===== src/rtl/sw_led_mmio.sv =====
// Memory-mapped LED register and debounced switch port (LED, switches, change status, reserved).
// Latency: one cycle for reads/writes (rdy and rdata in cycle N+1); no stall; optional debouncer under `SW_DEBOUNCE_EN.
module sw_led_mmio #(
    parameter logic [15:0] BASE_ADDR = 16'hC000,
    parameter int          DEB_CNT   = 4
) (
    input  logic        clk,
    input  logic        rst,
    input  logic [15:0] addr,
    input  logic        re,
    input  logic        we,
    input  logic [15:0] wdata,
    output logic [15:0] rdata,
    output logic        rdy,
    input  logic [9:0]  SW,
    output logic [9:0]  LEDR
);

    logic [15:0] offset;
    logic        hit;
    logic        wr_acc;
    logic        rd_acc;
    logic        clr_status;
    logic [15:0] rd_sel;

    logic [9:0]  sw_meta;
    logic [9:0]  sw_sync;
    logic [9:0]  sw_stable;
    logic        stable_chg;
    logic        status;

    assign offset     = addr - BASE_ADDR;
    assign hit        = (offset < 16'd4);
    assign wr_acc     = hit && we;
    // A simultaneous write takes precedence, so the read half is dropped.
    assign rd_acc     = hit && re && !we;
    assign clr_status = rd_acc && (offset[1:0] == 2'd2);

    always_comb begin
        rd_sel = 16'h0000;
        case (offset[1:0])
            2'd0:    rd_sel = {6'b0, LEDR};
            2'd1:    rd_sel = {6'b0, sw_stable};
            2'd2:    rd_sel = {15'b0, status};
            default: rd_sel = 16'h0000;
        endcase
    end

    always_ff @(posedge clk) begin
        if (rst) begin
            LEDR  <= 10'd0;
            rdata <= 16'h0000;
            rdy   <= 1'b0;
        end else begin
            rdy <= wr_acc || rd_acc;
            if (wr_acc && offset[1:0] == 2'd0)
                LEDR <= wdata[9:0];
            if (rd_acc)
                rdata <= rd_sel;
        end
    end

    always_ff @(posedge clk) begin
        if (rst) begin
            sw_meta <= 10'd0;
            sw_sync <= 10'd0;
        end else begin
            sw_meta <= SW;
            sw_sync <= sw_meta;
        end
    end

`ifdef SW_DEBOUNCE_EN
    logic [7:0] deb_cnt;
    logic [7:0] deb_cnt_inc;

    assign deb_cnt_inc = deb_cnt + 8'd1;

    always_ff @(posedge clk) begin
        if (rst) begin
            deb_cnt    <= 8'd0;
            sw_stable  <= 10'd0;
            stable_chg <= 1'b0;
        end else begin
            stable_chg <= 1'b0;
            if (sw_sync == sw_stable) begin
                deb_cnt <= 8'd0;
            end else if (deb_cnt_inc == 8'(DEB_CNT)) begin
                sw_stable  <= sw_sync;
                deb_cnt    <= 8'd0;
                stable_chg <= 1'b1;
            end else begin
                deb_cnt <= deb_cnt_inc;
            end
        end
    end
`else
    always_ff @(posedge clk) begin
        if (rst) begin
            sw_stable  <= 10'd0;
            stable_chg <= 1'b0;
        end else begin
            sw_stable  <= sw_sync;
            stable_chg <= (sw_sync != sw_stable);
        end
    end
`endif

    // Set beats clear when a change lands on the same cycle as a status read.
    always_ff @(posedge clk) begin
        if (rst)
            status <= 1'b0;
        else
            status <= stable_chg || (status && !clr_status);
    end

endmodule


===== config.mk =====
export PLATFORM = sky130hd
export DESIGN_NAME = sw_led_mmio
export DESIGN_NICKNAME = d
export VERILOG_FILES = /design/src/rtl/sw_led_mmio.sv
export SDC_FILE = /design/constraint.sdc
export NUM_CORES = 1
export LEC_CHECK = 0
export ABC_AREA = 1
export CORE_ASPECT_RATIO = 0.7
export CORE_UTILIZATION = 30
export CTS_CLUSTER_DIAMETER = 40
export DETAILED_ROUTE_END_ITERATION = 8
export HOLD_SLACK_MARGIN = 0.02
export SLEW_MARGIN = 10
export SYNTH_ARGS = -nofsm -noshare
export SYNTH_HDL_FRONTEND = slang
export SYNTH_SLANG_ARGS = --single-unit

===== constraint.sdc =====
create_clock -name clk -period 1.25 [get_ports clk]
set_input_delay 0.3125 -clock clk [delete_from_list [all_inputs] [get_ports clk]]
set_output_delay 0.3125 -clock clk [all_outputs]
set_load 0.02 [all_outputs]

Word level (Yosys, flattened, before mapping)
Index checks and enable logic that the tools add are counted.
{"block": "classes", "addsub": 1, "n_mul": 0, "div": 0, "magnitude_cmp": 1, "n_eq_ne": 3, "n_shift": 0, "n_mux": 1, "bitwise": 0, "reduce_logical": 11}
{"operator": "10-bit one-hot mux with 3 select lines", "count": 1}
{"operator": "16-bit by 3-bit < comparator with 1-bit output, second input constant", "count": 1}
{"operator": "16-bit subtractor, second input constant", "count": 1}
{"operator": "10-bit != test", "count": 1}
{"operator": "1-bit logical AND", "count": 6}
{"operator": "2-bit by 1-bit equality test with 1-bit output, second input constant", "count": 1}
{"operator": "2-bit equality test, second input constant", "count": 1}
{"operator": "1-bit zero test", "count": 2}
{"operator": "2-bit zero test", "count": 1}
{"operator": "1-bit logical OR", "count": 2}
{"block": "word_totals", "ff_bits": 59, "latch_bits": 0, "ram_bits": 0, "romBits": 0, "in_bits": 46, "mem_count": 0}

Longest topological paths before layout
{"block": "logic_depth", "depth_word": 8, "ltp_mapped": 9, "mapped_depth_nobuf": 8}

Least setup slack after synthesis
OpenSTA, ideal clock, no wires.
{"block": "synth_timing", "path_type": "input -> register", "startpoint": "in addr[3]", "endpoint": "reg rdata[0]", "arrival_time_ns": 1.041, "setup_slack_ns": 0.096, "cell_stages": 8, "path_cell_list": "nor2_1 -> nand2_1 -> nor2_2 -> and2_4 -> nand2_2 -> buf_6 -> nor2_1 -> nor2_1"}
{"block": "synth_via", "elab_chain_cells": 4}
{"element": "start, declared", "line": "9", "source": "input logic [15:0] addr,"}
{"element": "16-bit subtractor", "line": "32", "source": "assign offset = addr - BASE_ADDR;"}
{"element": "16-bit by 3-bit < comparator with 1-bit output", "line": "33", "source": "assign hit = (offset < 16'd4);"}
{"element": "1-bit logical AND (2 in a row)", "line": "36", "source": "assign rd_acc = hit && re && !we;"}
{"element": "end signal, assigned", "line": "59", "source": "rdata <= rd_sel;"}
{"element": "end, declared", "line": "13", "source": "output logic [15:0] rdata,"}
No other way between the ends.
A chain may end at the register's enable or synchronous reset.

Final worst setup path
{"block": "layout_timing", "startpoint": "reg LEDR[2]", "endpoint": "out LEDR[2]"}
{"element": "start, declared", "line": "16", "source": "output logic [9:0] LEDR"}
{"element": "start signal, assigned", "line": "57", "source": "LEDR <= wdata[9:0];"}
No word-level cell between the ends.

==> impl_metrics.ini <==
[critical_path]
crit_fanout = 2
critPathCaptureType = primary output
setup.worst_path.start_class = flop
cp_top_family = flip-flops
rr_startpoint = sw_sync[5]
critPathKind = flop to primary output
crit_arrival_ns = 0.89
required_ns = 0.94
cpPeakStageDelay_ns = 0.34
critPathBufInv = 1
path_cells = clkdlybuf4s15_2
cp-startpoint = LEDR[2]
cpMaxStageDelayCell = dfxtp_1

[routing]
drt_iter0_markers = 94
first_pass_iters = 4
wirelength_mm = 5.30
drc = 0
antenna_left = 0
wl_per_cell_um = 11.0
vias = 1996
viasPerCell = 4.16

[cells_and_area]
diodes = 0
fin_nets = 431
areaGrowthSynthToFinish_pct = 39.4
drive_above_1_share_pct = 17.6
layoutNonFillerInstCount = 480

[timing]
final.min_clock_period_ns = 1.20
fin_crit_sh_pct = 96.4
rsz0062_at_grt = true
final.setup.tns_ns = 0
setup_viol = 0
slew_violations = 0
fin_skew_ns = 0.0159
fmax_mhz = 830
hold_viol_final = 0

[die]
dieArea_sq_um = 7620
core_sq_um = 6880
die_x_um = 104
io_pins = 73
num_rows = 25
start_util_pct = 31.7
die_y_um = 73.4

[synthesis]
ys_ff_latch = 53
yosysUniqueCellTypes = 24
yosys_warnings = 0
synth_cells = 315
ys_seq_area_share_pct = 48.6
syn_area_per_cell_sq_um = 6.93
netlist_area_sq_um = 2180

[global_routing]
grt_max_degree = 34
overflow = 0
antenna_found_initial = 0
gr-usage-all-layers_pct = 14.5
grt_pass1_wl_mm = 8.58
grt_pass1_vias = 1934

[pwr]
powerDensity_nw_per_um2 = 1020
static-leakage-power_uw = 0.00151
vdd_drop_max_uv = 411

[place]
place_hpwl_mm = 3.49
port_buffers = 60
dp_cells = 466
place_congestion = 0.815

[clock_tree]
clock_sinks = 53
clk_latency_ns = 0.31
clockRootBuffer = clkbuf_8
path_clk_slew_ns = 0.09
cts_tree = yes
clockBufferDepth = 2
htree_levels = 2
numCtsBuffers = 5

[min_path]
hp-start = re
min_path_type = input port to flop

[run]
maxCapViolCount = 0

[outcome]
status = finished, final reports clean
-- worst reg2reg max path, delay by kind of cell (launching register included) --
family	cells	cell delay [ns]
flip-flops	1	0.37
AND/OR/NAND/NOR	5	0.37
XOR/XNOR	1	0.13
-- worst paths after layout --
check | to | slack [ns] | cells past startpoint
setup / recovery | LEDR[2] | 0.05 | 1
hold / removal | rdy | 0.32 | 3
setup reg to reg | stable_chg | 0.27 | 6
hold reg to reg | sw_sync[5] | 0.39 | 2
-- cells in the mapped netlist --
cell type  instances  area (sq um)
nor2_1            88           330
nand2_1           62           233
inv_1             60           225
dfxtp_1           53          1060
nand3_1            8          40.0
buf_4              6          45.0
clkbuf_1           5          18.8
o21ai_0            5          25.0
o22ai_1            5          31.3
xnor2_1            4          35.0
nand4_1            3          18.8
clkbuf_8           2          27.5
nor2_2             2          12.5
nor3_1             2          10.0
a21oi_1            1          5.00
and2_4             1          8.76
buf_2              1          5.00
buf_6              1          11.3
clkinv_1           1          3.75
conb_1             1          3.75
nand2_2            1          6.26
nand3_2            1          10.0
o221ai_1           1          8.76
or2_0              1          6.26
-- timing repair --
action,in CTS,in global routing
pin swaps,18,16
hold buffers,0,0
buffers inserted,2,0
resized for setup,96,52
setup endpoints to repair,41,34
gates cloned,3,1
-- where the power goes --
part	switching [uW]	total (uW)	internal, uW
Clock	550	1050	502
Sequential	18.0	1750	1730
Combinational	149	302	153
-- flip-flops by register name (all words and copies together), names as in the netlist --
signal      cells
status          1
sw_sync        10
LEDR           10
rdy             1
sw_stable      10
rdata          10
stable_chg      1
sw_meta        10
-- metrics by stage --
step                util, %  worst slack, ns  hold WS, ns  total power (uW)  cell area, sq um
finish                 44.2           0.0450        0.316              3100              3040
floorplan                 -           0.0965        0.388              1940              2200
detailed placement     42.0           -0.490        0.395              2100              2890
global placement       42.0           -0.477        0.392              2090              2890
global route           44.2          -0.0135        0.359              3240              3040
CTS                    44.5         0.000933        0.400              3150              3060
-- cell usage in the layout (no fill, tap or decap), drive strengths merged --
| cell | instances |
|---|---|
| xnor2 | 4 |
| nand4 | 3 |
| dlygate4sd2 | 2 |
| and2 | 1 |
| clkdlybuf4s15 | 9 |
| dfxtp | 53 |
| clkinv | 2 |
| o21ai | 5 |
| inv | 60 |
| o22ai | 5 |
| buf | 28 |
| a21oi | 1 |
| nand3 | 10 |
| nor3 | 2 |
| or2 | 1 |
| nand2 | 63 |
| o221ai | 1 |
| clkdlybuf4s50 | 21 |
| conb | 6 |
| dlymetal6s2s | 3 |
| clkbuf | 16 |
| nor2 | 90 |
-- routing by layer --
metal  vias up  global-route usage (%)  part of all wire, %
met5         -                       0                    0
met4         0                    4.76                 0.91
met3         5                    3.99                  7.6
met2        64                    23.2                   42
met1       881                    19.0                   50
li1       1046                       -                    -
-- area by class of cell --
type / count / area, sq um
inverter: 61 / 229
timing repair buffer: 72 / 636
clock buffer: 7 / 96.3
multi-input combinational: 192 / 897
fill: 742 / 3840
sequential: 53 / 1060
tap: 94 / 118
clock inverter: 1 / 5.00
-- kinds of logic after synthesis --
logic type,synth area share [%]
DFF,48.6
other,0.172
and+or+nand+nor,31.0
xor gates and xnor gates,1.61
AOI/OAI and AO/OA,3.21
buffers and inverters,15.4
Power figures use the tool's default switching activity.
==> RTL change (same settings) <==
Build with the macro `SW_DEBOUNCE_EN` defined.
--- a/src/rtl/sw_led_mmio.sv
+++ b/src/rtl/sw_led_mmio.sv
@@ -1,4 +1,6 @@
 // Memory-mapped LED register and debounced switch port (LED, switches, change status, reserved).
 // Latency: one cycle for reads/writes (rdy and rdata in cycle N+1); no stall; optional debouncer under `SW_DEBOUNCE_EN.
+`define SW_DEBOUNCE_EN
+
 module sw_led_mmio #(
     parameter logic [15:0] BASE_ADDR = 16'hC000,
Formal check against the unedited RTL: not equivalent (Yosys sat finds a counterexample within 10 cycles, from zero or initial values and one cycle with rst high).
==> RTL change against the unedited design <==
  * The run now ends with setup timing left
  * Critical endpoint is now sw_stable[8]
  * Via count increased by 35%
  * Worst setup slack worse by 0.40 ns
  * Worst hold slack better by 0.084 ns
  * Final area grew 35%
  * Synthesized area up 25%
  * Sequential cell count rose by 8
  * Routed wire length grew 36%
  * Clock skew is 0.011 ns lower
  * Total power increased by 50%
  * Final cell count rose by 30%
  * Critical path depth up 11
  * Highest routed layer unchanged
==> RTL change: results (changes against the unedited design) <==
Parameter                              Value

Worst setup path
  Highest fanout seen on the critical path ... 20 (+18)
  Endpoint arrival time on the critical path ... 1.83 ns (+0.94 ns)

Route
  Drt wl/cell ... 11.60 um (+5.0%)
  Number of vias per cell after detailed routing ... 4.318 (+3.8%)
  Initial detailed-routing violation count ... 135 (+44%)

Timing
  Number of failing setup endpoints in the final timing report ... 19 (+19)
  Setup clock skew after layout ... 0.005222 ns (-0.01065 ns)
  Setup WS post-layout ... -0.3538 ns (-0.3988 ns)
  Setup tns final ... -5.860 ns (-5.860 ns)

Yosys
  Cells taking the most area after synthesis ... dfxtp_1 (45%), nand2_1 (11%), inv_1 (9.3%)
  Post-synth cell types ... 26 (+8.3%)
  Complex-gate fraction of the synthesized area ... 0.06822 (+0.03611)
  Synthesized area per cell ... 6.901 um2 (-0.39%)
  Commonest cells post-synth ... nand2_1 (78), inv_1 (68), nor2_1 (66)
  Share of the synthesized netlist area taken by xor and xnor gates ... 0.01282 (-0.003235)
  Fraction of the yosys area taken by sequential cells ... 0.4469 (-0.03935)
  Post-synth design cell area ... 2733 um2 (+25%)

Global routing
  Pin count of the biggest net entering global routing ... 33 (-2.9%)
  Wire length of the first global-routing pass ... 11.32 mm (+32%)
  Vias in the first global route ... 2459 (+27%)

Outcome
  Violated checks ... setup timing
  Outcome ... finished with violations

Finish
  Fraction of layout instances using a drive strength above 1 ... 0.2869 (+0.1107)
  Post-route insts no fill ... 622 (+30%)
  Layout fillers ... 905 (+22%)
  Total number of nets in the final design ... 547 (+27%)

Place
  Number of placed cells counting well taps ... 595 (+28%)
  Post-DP HPWL ... 5.146 mm (+47%)
  Global placement routability congestion ... 0.7751 (-4.9%)
  Worst setup slack before clock tree synthesis ... -0.5809 ns (-0.09129 ns)

CTS
  Inserted Clock Buffers ... 9 (+4)
  Clock H-tree levels ... 3 (+1)
  Clock latency reported for the late side of the worst-skew pair ... 0.33 ns (+0.02 ns)
  Longest Clk Path Bufs ... 2 (unchanged)
  Clk slew on worst S/H paths ... 0.05 ns (-0.04 ns)

Power
  LEAKAGE ... 1.850 nW (+23%)
  Worst ir drop on vdd ... 0.0007101 V (+73%)
RTL change: cell count changes in the layout (fill, tap and decap cells not counted), moves of 5 or more:
| cell | delta |
|---|---|
| buf_4 | +39 |
| nor2_1 | -26 |
| a21oi_1 | +19 |
| nand4_1 | +12 |
| nand2_1 | +10 |
| nand3_1 | +10 |
| nor2_2 | +10 |
| clkbuf_16 | +8 |
| clkbuf_2 | -8 |
| nand2_2 | +8 |
| buf_2 | +5 |
| clkbuf_8 | -5 |
| nand3_2 | +5 |
RTL change: worst max-delay path, cell delays in order, from the launching register on:
cell and delay [ns]:
dfxtp_4 0.34, ha_4 0.17, nand2_2 0.08, inv_2 0.05, nor2_4 0.11, nand2_2 0.06
nor2_2 0.10, nand3_2 0.10, nor2_4 0.13, buf_12 0.16, nand3_1 0.08, nand2_1 0.07
nor2_1 0.04
RTL change: logic make-up (layout without fill, tap and decap cells):
kind of cell | after synthesis | after routing
compound gates | 34 | 34
xor+xnor | 4 | 4
fa+ha+maj | 2 | 2
buf+inv | 93 | 194
flops | 61 | 61
other cells | 1 | 6
simple gates | 201 | 201
RTL change: report_power, final:
group / leakage, nW / switching, mW / total [mW] / internal (mW)
combinational: 1.22 / 0.227 / 0.442 / 0.215
sequential: 0.498 / 0.0215 / 2.01 / 1.99
clock: 0.134 / 0.796 / 2.21 / 1.42
RTL change: timing repair:
item | in CTS | in global routing
resized for setup | 119 | 47
setup buffers | 6 | 5
endpoints found under the setup margin | 61 | 50
pin swaps | 14 | 15
gates cloned | 3 | 0
RTL change: layout make-up:
cell class	instances	area, um2	area share
multi-input cells	247	1303	0.3166
flip-flops and latches	61	1229	0.2987
repair buffers	111	903.4	0.2196
inverters	69	262.8	0.06387
clock buffers	12	256.5	0.06235
well taps	120	150.1	0.03650
clock inverters	2	10.01	0.002433
RTL change: per-stage QoR:
step,total power [mW],area (um2)
3_3_place_gp,2.465,3714
6_report,4.666,4114
4_1_cts,4.706,4041
5_1_grt,4.855,4114
2_1_floorplan,2.263,2790
3_5_place_dp,2.473,3714
RTL change: per-layer routing:
metal | global-route usage | share of wire | up-vias
li1 | - | - | 1403
met1 | 0.2209 | 0.51 | 1204
met2 | 0.2268 | 0.42 | 73
met3 | 0.05314 | 0.068 | 6
met4 | 0.05641 | 0.0073 | 0
met5 | 0 | 0 | -
RTL change: path summary, 6_finish.rpt:
path | start | end | slack [ns] | depth (start not counted)
setup reg to reg | deb_cnt[0] | sw_stable[8] | -0.35 | 12
setup / recovery | deb_cnt[0] | sw_stable[8] | -0.35 | 12
hold / removal | sw_meta[5] | sw_sync[5] | 0.40 | 2
hold reg to reg | sw_meta[5] | sw_sync[5] | 0.40 | 2
